`src/rtl/parking_lot_ctrl.sv`:
```
// parking_lot_ctrl: occupancy controller for a single-gate parking lot.
//
// Two photo-sensors (outer A, inner B) are synchronised, debounced as a pair and
// fed to a direction-decoding FSM. A completed entry or exit adjusts a saturating
// occupancy count; attempts past the limits raise overflow/underflow pulses.
//
// Ports:
//   CLOCK_50     in   system clock, rising edge
//   RSTN         in   asynchronous active-low reset
//   sensA        in   outer sensor, 1 = beam blocked (asynchronous)
//   sensB        in   inner sensor, 1 = beam blocked (asynchronous)
//   cntNum[4:0]  out  current occupancy 0..CAP
//   full         out  cntNum == CAP
//   empty        out  cntNum == 0
//   enter_pulse  out  one-cycle pulse on a counted entry
//   exit_pulse   out  one-cycle pulse on a counted exit
//   ovf_pulse    out  one-cycle pulse on an entry while full
//   udf_pulse    out  one-cycle pulse on an exit while empty
module parking_lot_ctrl #(
    parameter int unsigned CAP        = 25,
    parameter int unsigned DEB_CYCLES = 16
) (
    input  logic       CLOCK_50,
    input  logic       RSTN,
    input  logic       sensA,
    input  logic       sensB,
    output logic [4:0] cntNum,
    output logic       full,
    output logic       empty,
    output logic       enter_pulse,
    output logic       exit_pulse,
    output logic       ovf_pulse,
    output logic       udf_pulse
);

    localparam int unsigned DebW = $clog2(DEB_CYCLES + 1);
    localparam logic [DebW-1:0] DebMax = DebW'(DEB_CYCLES);
    localparam logic [4:0] CapVal = 5'(CAP);

    typedef enum logic [2:0] {
        StIdle,
        StEn1,
        StEn2,
        StEn3,
        StEx1,
        StEx2,
        StEx3
    } state_e;

    // Synchroniser and debounce state
    logic            a_meta_q, a_sync_q, b_meta_q, b_sync_q;
    logic [1:0]      sync_pair;
    logic [1:0]      cand_q, cand_d;
    logic [DebW-1:0] deb_cnt_q, deb_cnt_d;
    logic [1:0]      pair_q, pair_d;

    // FSM and counter state
    state_e     state_q, state_d;
    logic       commit_in, commit_out;
    logic [4:0] cnt_q, cnt_d;
    logic       full_q, full_d, empty_q, empty_d;
    logic       enter_q, enter_d, exit_q, exit_d, ovf_q, ovf_d, udf_q, udf_d;

    assign sync_pair = {a_sync_q, b_sync_q};

    always_ff @(posedge CLOCK_50 or negedge RSTN) begin
        if (!RSTN) begin
            a_meta_q <= 1'b0;
            a_sync_q <= 1'b0;
            b_meta_q <= 1'b0;
            b_sync_q <= 1'b0;
        end else begin
            a_meta_q <= sensA;
            a_sync_q <= a_meta_q;
            b_meta_q <= sensB;
            b_sync_q <= b_meta_q;
        end
    end

    // deb_cnt_d is the number of consecutive samples (including this one) for which
    // the synced pair has equalled cand; the pair is accepted once that reaches DEB_CYCLES.
    always_comb begin
        cand_d = sync_pair;
        if (sync_pair != cand_q) begin
            deb_cnt_d = DebW'(1);
        end else if (deb_cnt_q == DebMax) begin
            deb_cnt_d = deb_cnt_q;
        end else begin
            deb_cnt_d = deb_cnt_q + DebW'(1);
        end
        pair_d = pair_q;
        if (deb_cnt_d == DebMax) begin
            pair_d = sync_pair;
        end
    end

    always_ff @(posedge CLOCK_50 or negedge RSTN) begin
        if (!RSTN) begin
            cand_q    <= 2'b00;
            deb_cnt_q <= '0;
            pair_q    <= 2'b00;
        end else begin
            cand_q    <= cand_d;
            deb_cnt_q <= deb_cnt_d;
            pair_q    <= pair_d;
        end
    end

    // Direction decoder; pair_q is {A, B}
    always_comb begin
        state_d    = state_q;
        commit_in  = 1'b0;
        commit_out = 1'b0;
        case (state_q)
            StIdle: begin
                if (pair_q == 2'b10) state_d = StEn1;
                else if (pair_q == 2'b01) state_d = StEx1;
            end
            StEn1: begin
                if (pair_q == 2'b11) state_d = StEn2;
                else if (pair_q == 2'b00 || pair_q == 2'b01) state_d = StIdle;
            end
            StEn2: begin
                if (pair_q == 2'b01) state_d = StEn3;
                else if (pair_q == 2'b10) state_d = StEn1;
                else if (pair_q == 2'b00) state_d = StIdle;
            end
            StEn3: begin
                if (pair_q == 2'b00) begin
                    state_d   = StIdle;
                    commit_in = 1'b1;
                end else if (pair_q == 2'b11) begin
                    state_d = StEn2;
                end else if (pair_q == 2'b10) begin
                    state_d = StIdle;
                end
            end
            StEx1: begin
                if (pair_q == 2'b11) state_d = StEx2;
                else if (pair_q == 2'b00 || pair_q == 2'b10) state_d = StIdle;
            end
            StEx2: begin
                if (pair_q == 2'b10) state_d = StEx3;
                else if (pair_q == 2'b01) state_d = StEx1;
                else if (pair_q == 2'b00) state_d = StIdle;
            end
            StEx3: begin
                if (pair_q == 2'b00) begin
                    state_d    = StIdle;
                    commit_out = 1'b1;
                end else if (pair_q == 2'b11) begin
                    state_d = StEx2;
                end else if (pair_q == 2'b01) begin
                    state_d = StIdle;
                end
            end
            default: state_d = StIdle;
        endcase
    end

    // Saturating count; status flags follow the next count so they move with it
    always_comb begin
        cnt_d   = cnt_q;
        enter_d = 1'b0;
        exit_d  = 1'b0;
        ovf_d   = 1'b0;
        udf_d   = 1'b0;
        if (commit_in) begin
            if (cnt_q < CapVal) begin
                cnt_d   = cnt_q + 5'd1;
                enter_d = 1'b1;
            end else begin
                ovf_d = 1'b1;
            end
        end
        if (commit_out) begin
            if (cnt_q != 5'd0) begin
                cnt_d  = cnt_q - 5'd1;
                exit_d = 1'b1;
            end else begin
                udf_d = 1'b1;
            end
        end
        full_d  = (cnt_d == CapVal);
        empty_d = (cnt_d == 5'd0);
    end

    always_ff @(posedge CLOCK_50 or negedge RSTN) begin
        if (!RSTN) begin
            state_q <= StIdle;
            cnt_q   <= 5'd0;
            full_q  <= 1'b0;
            empty_q <= 1'b1;
            enter_q <= 1'b0;
            exit_q  <= 1'b0;
            ovf_q   <= 1'b0;
            udf_q   <= 1'b0;
        end else begin
            state_q <= state_d;
            cnt_q   <= cnt_d;
            full_q  <= full_d;
            empty_q <= empty_d;
            enter_q <= enter_d;
            exit_q  <= exit_d;
            ovf_q   <= ovf_d;
            udf_q   <= udf_d;
        end
    end

    assign cntNum      = cnt_q;
    assign full        = full_q;
    assign empty       = empty_q;
    assign enter_pulse = enter_q;
    assign exit_pulse  = exit_q;
    assign ovf_pulse   = ovf_q;
    assign udf_pulse   = udf_q;

endmodule

```
`config.mk`:
```
export PLATFORM = sky130hd
export DESIGN_NAME = parking_lot_ctrl
export DESIGN_NICKNAME = d
export VERILOG_FILES = /design/src/rtl/parking_lot_ctrl.sv
export SDC_FILE = /design/constraint.sdc
export NUM_CORES = 1
export LEC_CHECK = 0
export CAP_MARGIN = 20
export CORE_ASPECT_RATIO = 0.7
export CORE_UTILIZATION = 50
export DETAILED_ROUTE_END_ITERATION = 16
export GPL_TIMING_DRIVEN = 1
export PLACE_DENSITY_LB_ADDON = 0.25
export SETUP_SLACK_MARGIN = 0.15
export SYNTH_ARGS = -nofsm -noshare
export SYNTH_HDL_FRONTEND = slang
export SYNTH_SLANG_ARGS = --single-unit
```
`constraint.sdc`:
```
create_clock -name CLOCK_50 -period 4.3 [get_ports CLOCK_50]
set_input_delay 0.43 -clock CLOCK_50 [delete_from_list [all_inputs] [get_ports CLOCK_50]]
set_output_delay 0.43 -clock CLOCK_50 [all_outputs]
set_load 0.01 [all_outputs]
```
==> impl_metrics.yaml, run 1 <==
logic_synthesis:
  avgSynthCellArea_um2: 11.2
  yosys.area.top_type_share_pct: 46.4
  syn_nets: 133
  synth-async-reset-ratio_pct: 100
  synth_edf_count: 0
  yosysSeqAreaShare_pct: 48.3
  ys_ff_latch: 27
  synth_area_leader_cell: "dfrtp_1"
  yosysWarnings: 0
  synthFlopType: "dfrtp_1"
  ys_top_cells_by_area: "dfrtp_1 46%, ha_1 3.6%, xnor2_1 3.1%, inv_1 2.1%, nor2_1 2.1%"
  synthesis.area_mm2: 0.00140
  synth_cells: 125
  synth_cell_types: 50
die:
  rows: 15
  start_util_pct: 55.0
  io_pins: 15
  die_x_um: 65.3
  coreArea_mm2: 0.00255
  dieArea_mm2: 0.00302
  die_y_um: 46.3
placed_design:
  dp_hpwl_um: 1820
  port_buffers: 14
  gp_congestion: 0.830
timing:
  finalSetupViolCount: 0
  hold_ws_ns: 0.361
  rsz0062_at_grt: "no"
  worstMarginPinSlew_ns: 0.451
  fmax_mhz: 454
  finalHoldViolCount: 0
  period_share_pct: 51.3
  skew_ns: 0.00600
  maxSlewViolCount: 0
  timing.setup.tns_ns: 0
  relSlewSlack_pct: 69.8
  timing.final.crit_period_ns: 2.20
min_path:
  worst_hold_startpoint: "b_meta_q"
  min_path_cells: 0
  hp-class: "flip-flop to flip-flop"
  whs_endpoint: "b_sync_q"
clock_tree:
  clk_latency_ns: 0.28
  post_cts_buffers: 0
  clk_pin_slew_worst_paths_ns: 0.09
  clockRootBuffer: "clkbuf_8"
  htree_levels: 1
  cts.sinks: 27
  cts_max_path_buffers: 2
  cts_tree: "built"
  cts-resized-gates: 0
  cts_buffers: 3
  cts_hold_buffers: 0
setup_path:
  reg2regPathDepth: 7
  r2r-end: "empty"
  cp-start-kind: "flip-flop"
  cp_max_fo: 6
  cp_data_arrival_time_ns: 2.40
  critPathKind: "flip-flop to flip-flop"
  end_kind: "flip-flop"
  critPathRequiredTime_ns: 4.50
  r2r-start: "cntNum[0]"
  reg2reg_setup_slack_ns: 2.10
routing:
  via_per_inst: 5.68
  via_count: 989
  drc: 0
  ant_nets: 0
  routed_wl_um: 2520
  dr.pass1.iters: 4
  wl_per_cell_um: 14.5
  drt-initial-drc-count: 73
cells_and_area:
  n_fill_cell: 204
  area_growth_pct: 14.8
  drive_above_1_share_pct: 15.7
  regArea_um2: 677
  final_nets: 149
  antenna_cells: 0
  multi_input_area_um2: 664
global_route:
  grt_pass1_vias: 861
  grt_max_degree: 28
  antenna_found_initial: 0
  grt_first_pass_wirelength_um: 4130
  grt_use_total_pct: 19.4
  overflow: 0
power:
  p_leak_uw: 0.000681
  vdd_drop_max_v: 0.000247
  powerDensity_mw_per_mm2: 272
run_status:
  status: "finished, final reports clean"
job:
  timing.max_cap.violations: 0
-- final cells by class --
| type | instances | share of cell area, % |
|---|---|---|
| flip-flops and latches | 27 | 42.0 |
| multi-input cells | 86 | 41.3 |
| repair buffers | 15 | 9.17 |
| well taps | 34 | 2.64 |
| clock buffers | 3 | 2.56 |
| inverters | 8 | 1.86 |
| clock inverters | 1 | 0.466 |
-- cell families (layout without fill, tap and decap cells) --
logic type | Yosys count | count (layout) | share of synthesized area (%)
XOR/XNOR | 8 | 8 | 5.00
AND/OR/NAND/NOR | 46 | 46 | 22.9
buffers and inverters | 12 | 27 | 4.37
AO/OA/AOI/OAI | 24 | 24 | 12.8
multiplexers | 4 | 4 | 3.03
adder cells (fa/ha/maj) | 4 | 4 | 3.57
flip-flops | 27 | 27 | 48.3
-- worst max path at each step --
stage / startpoint / endpoint / slack [ns] / depth (start not counted)
finish: cntNum[0] / empty / 2.10 / 7
global route: cntNum[0] / full / 1.96 / 7
CTS: cntNum[0] / empty / 2.11 / 7
detailed placement: cntNum[0] / empty / 2.13 / 7
global placement: cntNum[0] / empty / 2.21 / 7
floorplan: cntNum[1] / empty / 2.26 / 7
-- worst max-delay path: stages (launching register included) --
cell	delay, ns
dfrtp_1	0.47
inv_1	0.12
ha_1	0.23
or4b_4	0.49
nor4b_4	0.18
a221oi_2	0.25
a31oi_1	0.10
nor4b_2	0.29
-- layout by cell type (no fill, tap or decap), types with 3 or more instances in the layout --
master,count
a21oi_1,4
inv_1,8
xnor2_1,5
nand2_1,7
clkdlybuf4s50_1,14
o22ai_1,4
nor3_1,4
ha_1,4
nand3_1,4
a31oi_1,3
xor2_1,3
clkbuf_8,3
dfrtp_1,26
nor2_1,8
-- state kept, by name, summed over array words and instances (netlist names) --
signal and cells:
cntNum 5, deb_cnt_q 5, state_q 3, cand_q 2, pair_q 2, a_meta_q 1, a_sync_q 1, b_meta_q 1
b_sync_q 1, empty 1, enter_pulse 1, exit_pulse 1, full 1, ovf_pulse 1, udf_pulse 1
-- synth_stat cells, types with 2 or more instances --
cell,count
dfrtp_1,26
inv_1,8
nor2_1,8
nand2_1,7
xnor2_1,5
a21oi_1,4
ha_1,4
nand3_1,4
nor3_1,4
o22ai_1,4
a31oi_1,3
xor2_1,3
and3_1,2
buf_6,2
mux2_1,2
mux2i_1,2
nand4_1,2
o21ai_0,2
o21bai_1,2
-- power breakdown --
group / internal [uW] / switching [uW]
clock: 65.9 / 79.3
combinational: 12.7 / 14.8
sequential: 259 / 5.79
total: 338 / 99.9
-- per-layer routing --
metal,wire length [um],global-route usage [%],up-vias
met4,44,9.57,0
met2,1020,25.4,33
li1,-,-,485
met3,177,5.69,5
met5,0,0,-
met1,1270,29.0,466
-- metrics by stage --
stage	setup WS (ns)	area (um2)	util [%]	instances	power, uW
finish	2.10	1610	63.1	174	438
global route	1.96	1610	63.1	174	457
CTS	2.11	1610	63.1	174	442
detailed placement	2.13	1560	61.2	170	298
global placement	2.21	1560	61.2	170	297
floorplan	2.26	1400	-	125	286
No activity file was read; power rests on OpenSTA's default activity.
==> run 2: changes to the inputs <==
Clock period 4.3 ns to 1.94 ns, I/O delays scaled along.
==> run 2 against run 1 <==
Compared with the run above: the run now ends with setup timing left; combinational power grew to 4.5 times the previous value; die area stayed put; global-route usage rose by 3.8 points; largest cell class is now multi-input combinational cells.
==> impl_metrics.yaml, run 2 (synthesis results as in run 1) <==
clock_tree:
  clk_pin_slew_worst_paths_ns: 0.09
  cts_max_path_buffers: 2
  clockRootBuffer: "clkbuf_8"
  cts_tree: "built"
  cts_buffers: 3
  cts.sinks: 27
  cts_hold_buffers: 0
  htree_levels: 1
  clk_latency_ns: 0.27
timing:
  relSlewSlack_pct: 74.3
  fmax_mhz: 510
  timing.final.crit_period_ns: 1.96
  worstMarginPinSlew_ns: 0.382
  rsz0062_at_grt: "yes"
  skew_ns: 0.00260
  period_share_pct: 101
  setup_ws_ns: -0.0211
  finalHoldViolCount: 0
  maxSlewViolCount: 0
  finalSetupViolCount: 2
global_route:
  antenna_found_initial: 0
  grt_use_total_pct: 23.2
  overflow: 0
  grt_first_pass_wirelength_um: 5020
  grt_pass1_vias: 1072
  grt_max_degree: 28
placed_design:
  port_buffers: 14
  dp_hpwl_um: 2100
  gp_congestion: 0.880
routing:
  drt-initial-drc-count: 33
  via_per_inst: 5.77
  wl_per_cell_um: 16.6
  drc: 0
  ant_nets: 0
  dr.pass1.iters: 4
  via_count: 1130
  routed_wl_um: 3240
power:
  powerDensity_mw_per_mm2: 536
  p_clk_share_pct: 30.4
  seqPwrFrac_pct: 57.5
  vdd_drop_max_v: 0.000455
  p_leak_uw: 0.000822
  comb_power_share_pct: 12.1
  p_int_uw: 784
  p_sw_uw: 238
  finalPower_uw: 1020
  p_sw_share_pct: 23.3
setup_path:
  r2r-start: "deb_cnt_q[1]"
  cp_max_fo: 3
  cp_data_arrival_time_ns: 2.12
  reg2regPathDepth: 7
  critPathKind: "flip-flop to flip-flop"
  crit_start: "deb_cnt_q[1]"
  crit_end: "pair_q[1]"
  cp-start-kind: "flip-flop"
  critPathRequiredTime_ns: 2.10
  end_kind: "flip-flop"
  r2r-end: "pair_q[1]"
  reg2reg_setup_slack_ns: -0.02
cells_and_area:
  layout_commonest_cell: "dfrtp_1"
  antenna_cells: 0
  area_growth_pct: 36.0
  final_cell_mix: "24 x dfrtp_1, 20 x buf_4, 14 x clkdlybuf4s50_1"
  fin_util_pct: 74.8
  n_fill_cell: 174
  drive_above_1_share_pct: 41.4
  final_nets: 171
die:
  die_y_um: 46.3
  coreArea_mm2: 0.00255
  die_x_um: 65.3
  dieArea_mm2: 0.00302
  start_util_pct: 55.0
  io_pins: 15
  rows: 15
min_path:
  hp-class: "primary input to async pin"
run_status:
  violations: "setup timing"
  status: "finished with violations"
job:
  timing.max_cap.violations: 0
[run 2: worst max-delay path: stages, from the launching register on]
cell and delay (ns):
dfrtp_1 0.43, inv_2 0.10, ha_4 0.13, and4bb_2 0.27, mux2i_1 0.28, nor2_1 0.10, nand4bb_4 0.22, mux2_4 0.32
[run 2: worst min-delay path by stage]
stage	endpoint	from	cells after the start
floorplan	a_meta_q	RSTN	0
global placement	b_sync_q	b_meta_q	0
detailed placement	b_sync_q	b_meta_q	0
CTS	pair_q[0]	RSTN	2
global route	enter_pulse	RSTN	2
finish	ovf_pulse	RSTN	2
[run 2: area by class of cell]
| class | instances | area (um2) | share of cell area [%] |
|---|---|---|---|
| Inverter | 8 | 30.0 | 1.57 |
| Timing Repair Buffer | 37 | 324 | 17.0 |
| Sequential cell | 27 | 679 | 35.6 |
| Multi-Input combinational cell | 86 | 786 | 41.2 |
| Clock inverter | 1 | 5.00 | 0.262 |
| Tap cell | 34 | 42.5 | 2.23 |
| Clock buffer | 3 | 41.3 | 2.16 |
[run 2: routing by layer]
metal	vias up	part of all wire [%]	GRT usage, %
met5	-	0	0
met4	0	2.4	7.83
met3	8	5.6	5.45
met2	51	48	40.4
met1	545	44	29.0
li1	526	-	-
[run 2: power groups by stage]
| stage | combinational (uW) | clock, uW | sequential (uW) |
|---|---|---|---|
| 2_1_floorplan | 39.9 | 0 | 595 |
| 4_1_cts | 105 | 311 | 587 |
| 6_report | 124 | 310 | 588 |
| 5_1_grt | 130 | 332 | 590 |
| 3_5_place_dp | 63.9 | 0 | 599 |
| 3_3_place_gp | 60.5 | 0 | 598 |
[run 2: stage by stage]
stage	std cells	setup TNS [ns]	area [um2]	worst slack, ns	hold slack, ns
global route	196	-0.115	1910	-0.0411	0.318
global placement	182	0	1670	0.0395	0.337
finish	196	-0.0336	1910	-0.0211	0.285
detailed placement	182	-0.0196	1670	-0.0196	0.340
floorplan	125	0	1420	0.0636	-0.102
CTS	195	0	1850	0.0292	0.304
[run 2: repair_timing]
action	in CTS	in global routing
gates resized for setup	11	11
endpoints found under the setup margin	5	7
buffers inserted	9	1
pin swaps	8	7
==> run 3: changes to the inputs <==
Clock period 1.94 ns to 2.5 ns, I/O delays scaled along.
==> run 3 against run 2 <==
Compared with the run above: the run now ends clean; core utilization is 12 points lower; clock-buffer cell count unchanged; sequential cell count stayed put; final cell count shrank 11%; non-clock buffer count down 22.
==> impl_metrics.yaml, run 3 (synthesis results as in run 1) <==
clock_tree:
  cts_tree: "built"
  cts.sinks: 27
  clockRootBuffer: "clkbuf_8"
  post_cts_buffers: 0
  clk_pin_slew_worst_paths_ns: 0.09
  clk_latency_ns: 0.27
  cts_max_path_buffers: 2
  htree_levels: 1
  cts_buffers: 3
  cts_hold_buffers: 0
placed_design:
  pre_cts_ws_ns: 0.326
  port_buffers: 14
  dp_hpwl_um: 1940
  gp_congestion: 0.830
timing:
  worstMarginPinSlew_ns: 0.428
  timing.final.crit_period_ns: 2.15
  setup_ws_ns: 0.347
  relSlewSlack_pct: 71.4
  rsz0062_at_grt: "no"
  period_share_pct: 86.1
  finalSetupViolCount: 0
  fmax_mhz: 465
  finalHoldViolCount: 0
  hold_ws_ns: 0.346
  maxSlewViolCount: 0
  timing.setup.tns_ns: 0
  skew_ns: 0.00423
setup_path:
  cp-start-kind: "flip-flop"
  cp_data_arrival_time_ns: 2.34
  critPathKind: "flip-flop to flip-flop"
  cp_cell_sequence: "inv_1, ha_2, or4b_4, nor4b_4, a221oi_2, a31oi_1, nor4b_2"
  r2r-end: "empty"
  slowest_stage: "or4b_4"
  reg2reg_setup_slack_ns: 0.35
  reg2regPathDepth: 7
  critPathMaxStageDelay_ns: 0.48
  critPathRequiredTime_ns: 2.69
  cp_max_fo: 6
  end_kind: "flip-flop"
  r2r-start: "cntNum[1]"
global_route:
  grt_max_degree: 28
  grt_pass1_vias: 939
  grt_first_pass_wirelength_um: 4480
  overflow: 0
  grt_use_total_pct: 20.5
  antenna_found_initial: 0
die:
  die_x_um: 65.3
  die_y_um: 46.3
  rows: 15
  coreArea_mm2: 0.00255
  io_pins: 15
  start_util_pct: 55.0
  dieArea_mm2: 0.00302
routing:
  via_count: 1001
  wl_per_cell_um: 15.1
  via_per_inst: 5.75
  drc: 0
  ant_nets: 0
  routed_wl_um: 2630
  dr.pass1.iters: 4
  drt-initial-drc-count: 80
power:
  powerDensity_mw_per_mm2: 465
  p_leak_uw: 0.000680
  vdd_drop_max_v: 0.000369
job:
  timing.max_cap.violations: 0
cells_and_area:
  final_cell_mix: "26 x dfrtp_1, 14 x clkdlybuf4s50_1, 8 x nor2_1, 8 x inv_1, 7 x nand2_1"
  layout_commonest_cell: "dfrtp_1"
  n_fill_cell: 238
  antenna_cells: 0
  area_growth_pct: 15.0
  drive_above_1_share_pct: 16.4
  final_nets: 149
min_path:
  hp-class: "primary input to async pin"
run_status:
  status: "finished, final reports clean"
==> run 3: stage by stage <==
step / total power [uW] / util [%] / instances / area [um2]
2_1_floorplan: 492 / - / 125 / 1400
6_report: 751 / 63.2 / 174 / 1610
3_5_place_dp: 514 / 61.2 / 170 / 1560
4_1_cts: 763 / 63.1 / 174 / 1610
5_1_grt: 780 / 63.2 / 174 / 1610
3_3_place_gp: 511 / 61.2 / 170 / 1560
==> run 3: what timing repair did <==
action,in CTS,in global routing
resized for setup,0,1
hold endpoints to repair,0,0
setup endpoints to repair,0,1
==> run 3: worst max-delay path: cells and delay by family (launching register included) <==
kind / cells / cell delay, ns
AOI/OAI and AO/OA: 2 / 0.34
DFF: 1 / 0.45
adders and majority gates: 1 / 0.22
buffers and inverters: 1 / 0.12
and+or+nand+nor: 3 / 0.94
==> run 3: layer usage <==
metal | share of wire [%] | up-vias | wire length (um) | track usage (%)
li1 | - | 481 | - | -
met5 | 0 | - | 0 | 0
met3 | 6.2 | 2 | 164 | 7.43
met1 | 49 | 493 | 1300 | 29.3
met2 | 44 | 25 | 1150 | 29.9
met4 | 0.46 | 0 | 12 | 4.35
==> run 3: power breakdown <==
part / switching (uW) / total [uW] / internal [uW]
combinational: 25.9 / 47.7 / 21.8
sequential: 10.4 / 457 / 446
clock: 133 / 246 / 113
==> run 3: worst max path at each step <==
stage               from     to  slack (ns)  depth (start not counted)
6_report       cntNum[1]  empty        0.35                          7
5_1_grt        cntNum[1]  empty        0.17                          7
3_5_place_dp   cntNum[1]  empty        0.33                          7
4_1_cts        cntNum[0]  empty        0.30                          7
2_1_floorplan  cntNum[1]  empty        0.46                          7
3_3_place_gp   cntNum[0]  empty        0.41                          7
==> run 3: cell type report <==
type / instances / area (um2) / area share [%]
clock buffer: 3 / 41.3 / 2.56
inverter: 8 / 30.0 / 1.86
sequential: 27 / 677 / 42.0
clock inverter: 1 / 7.51 / 0.465
timing repair buffer: 15 / 148 / 9.15
tap: 34 / 42.5 / 2.64
multi-input combinational: 86 / 667 / 41.3
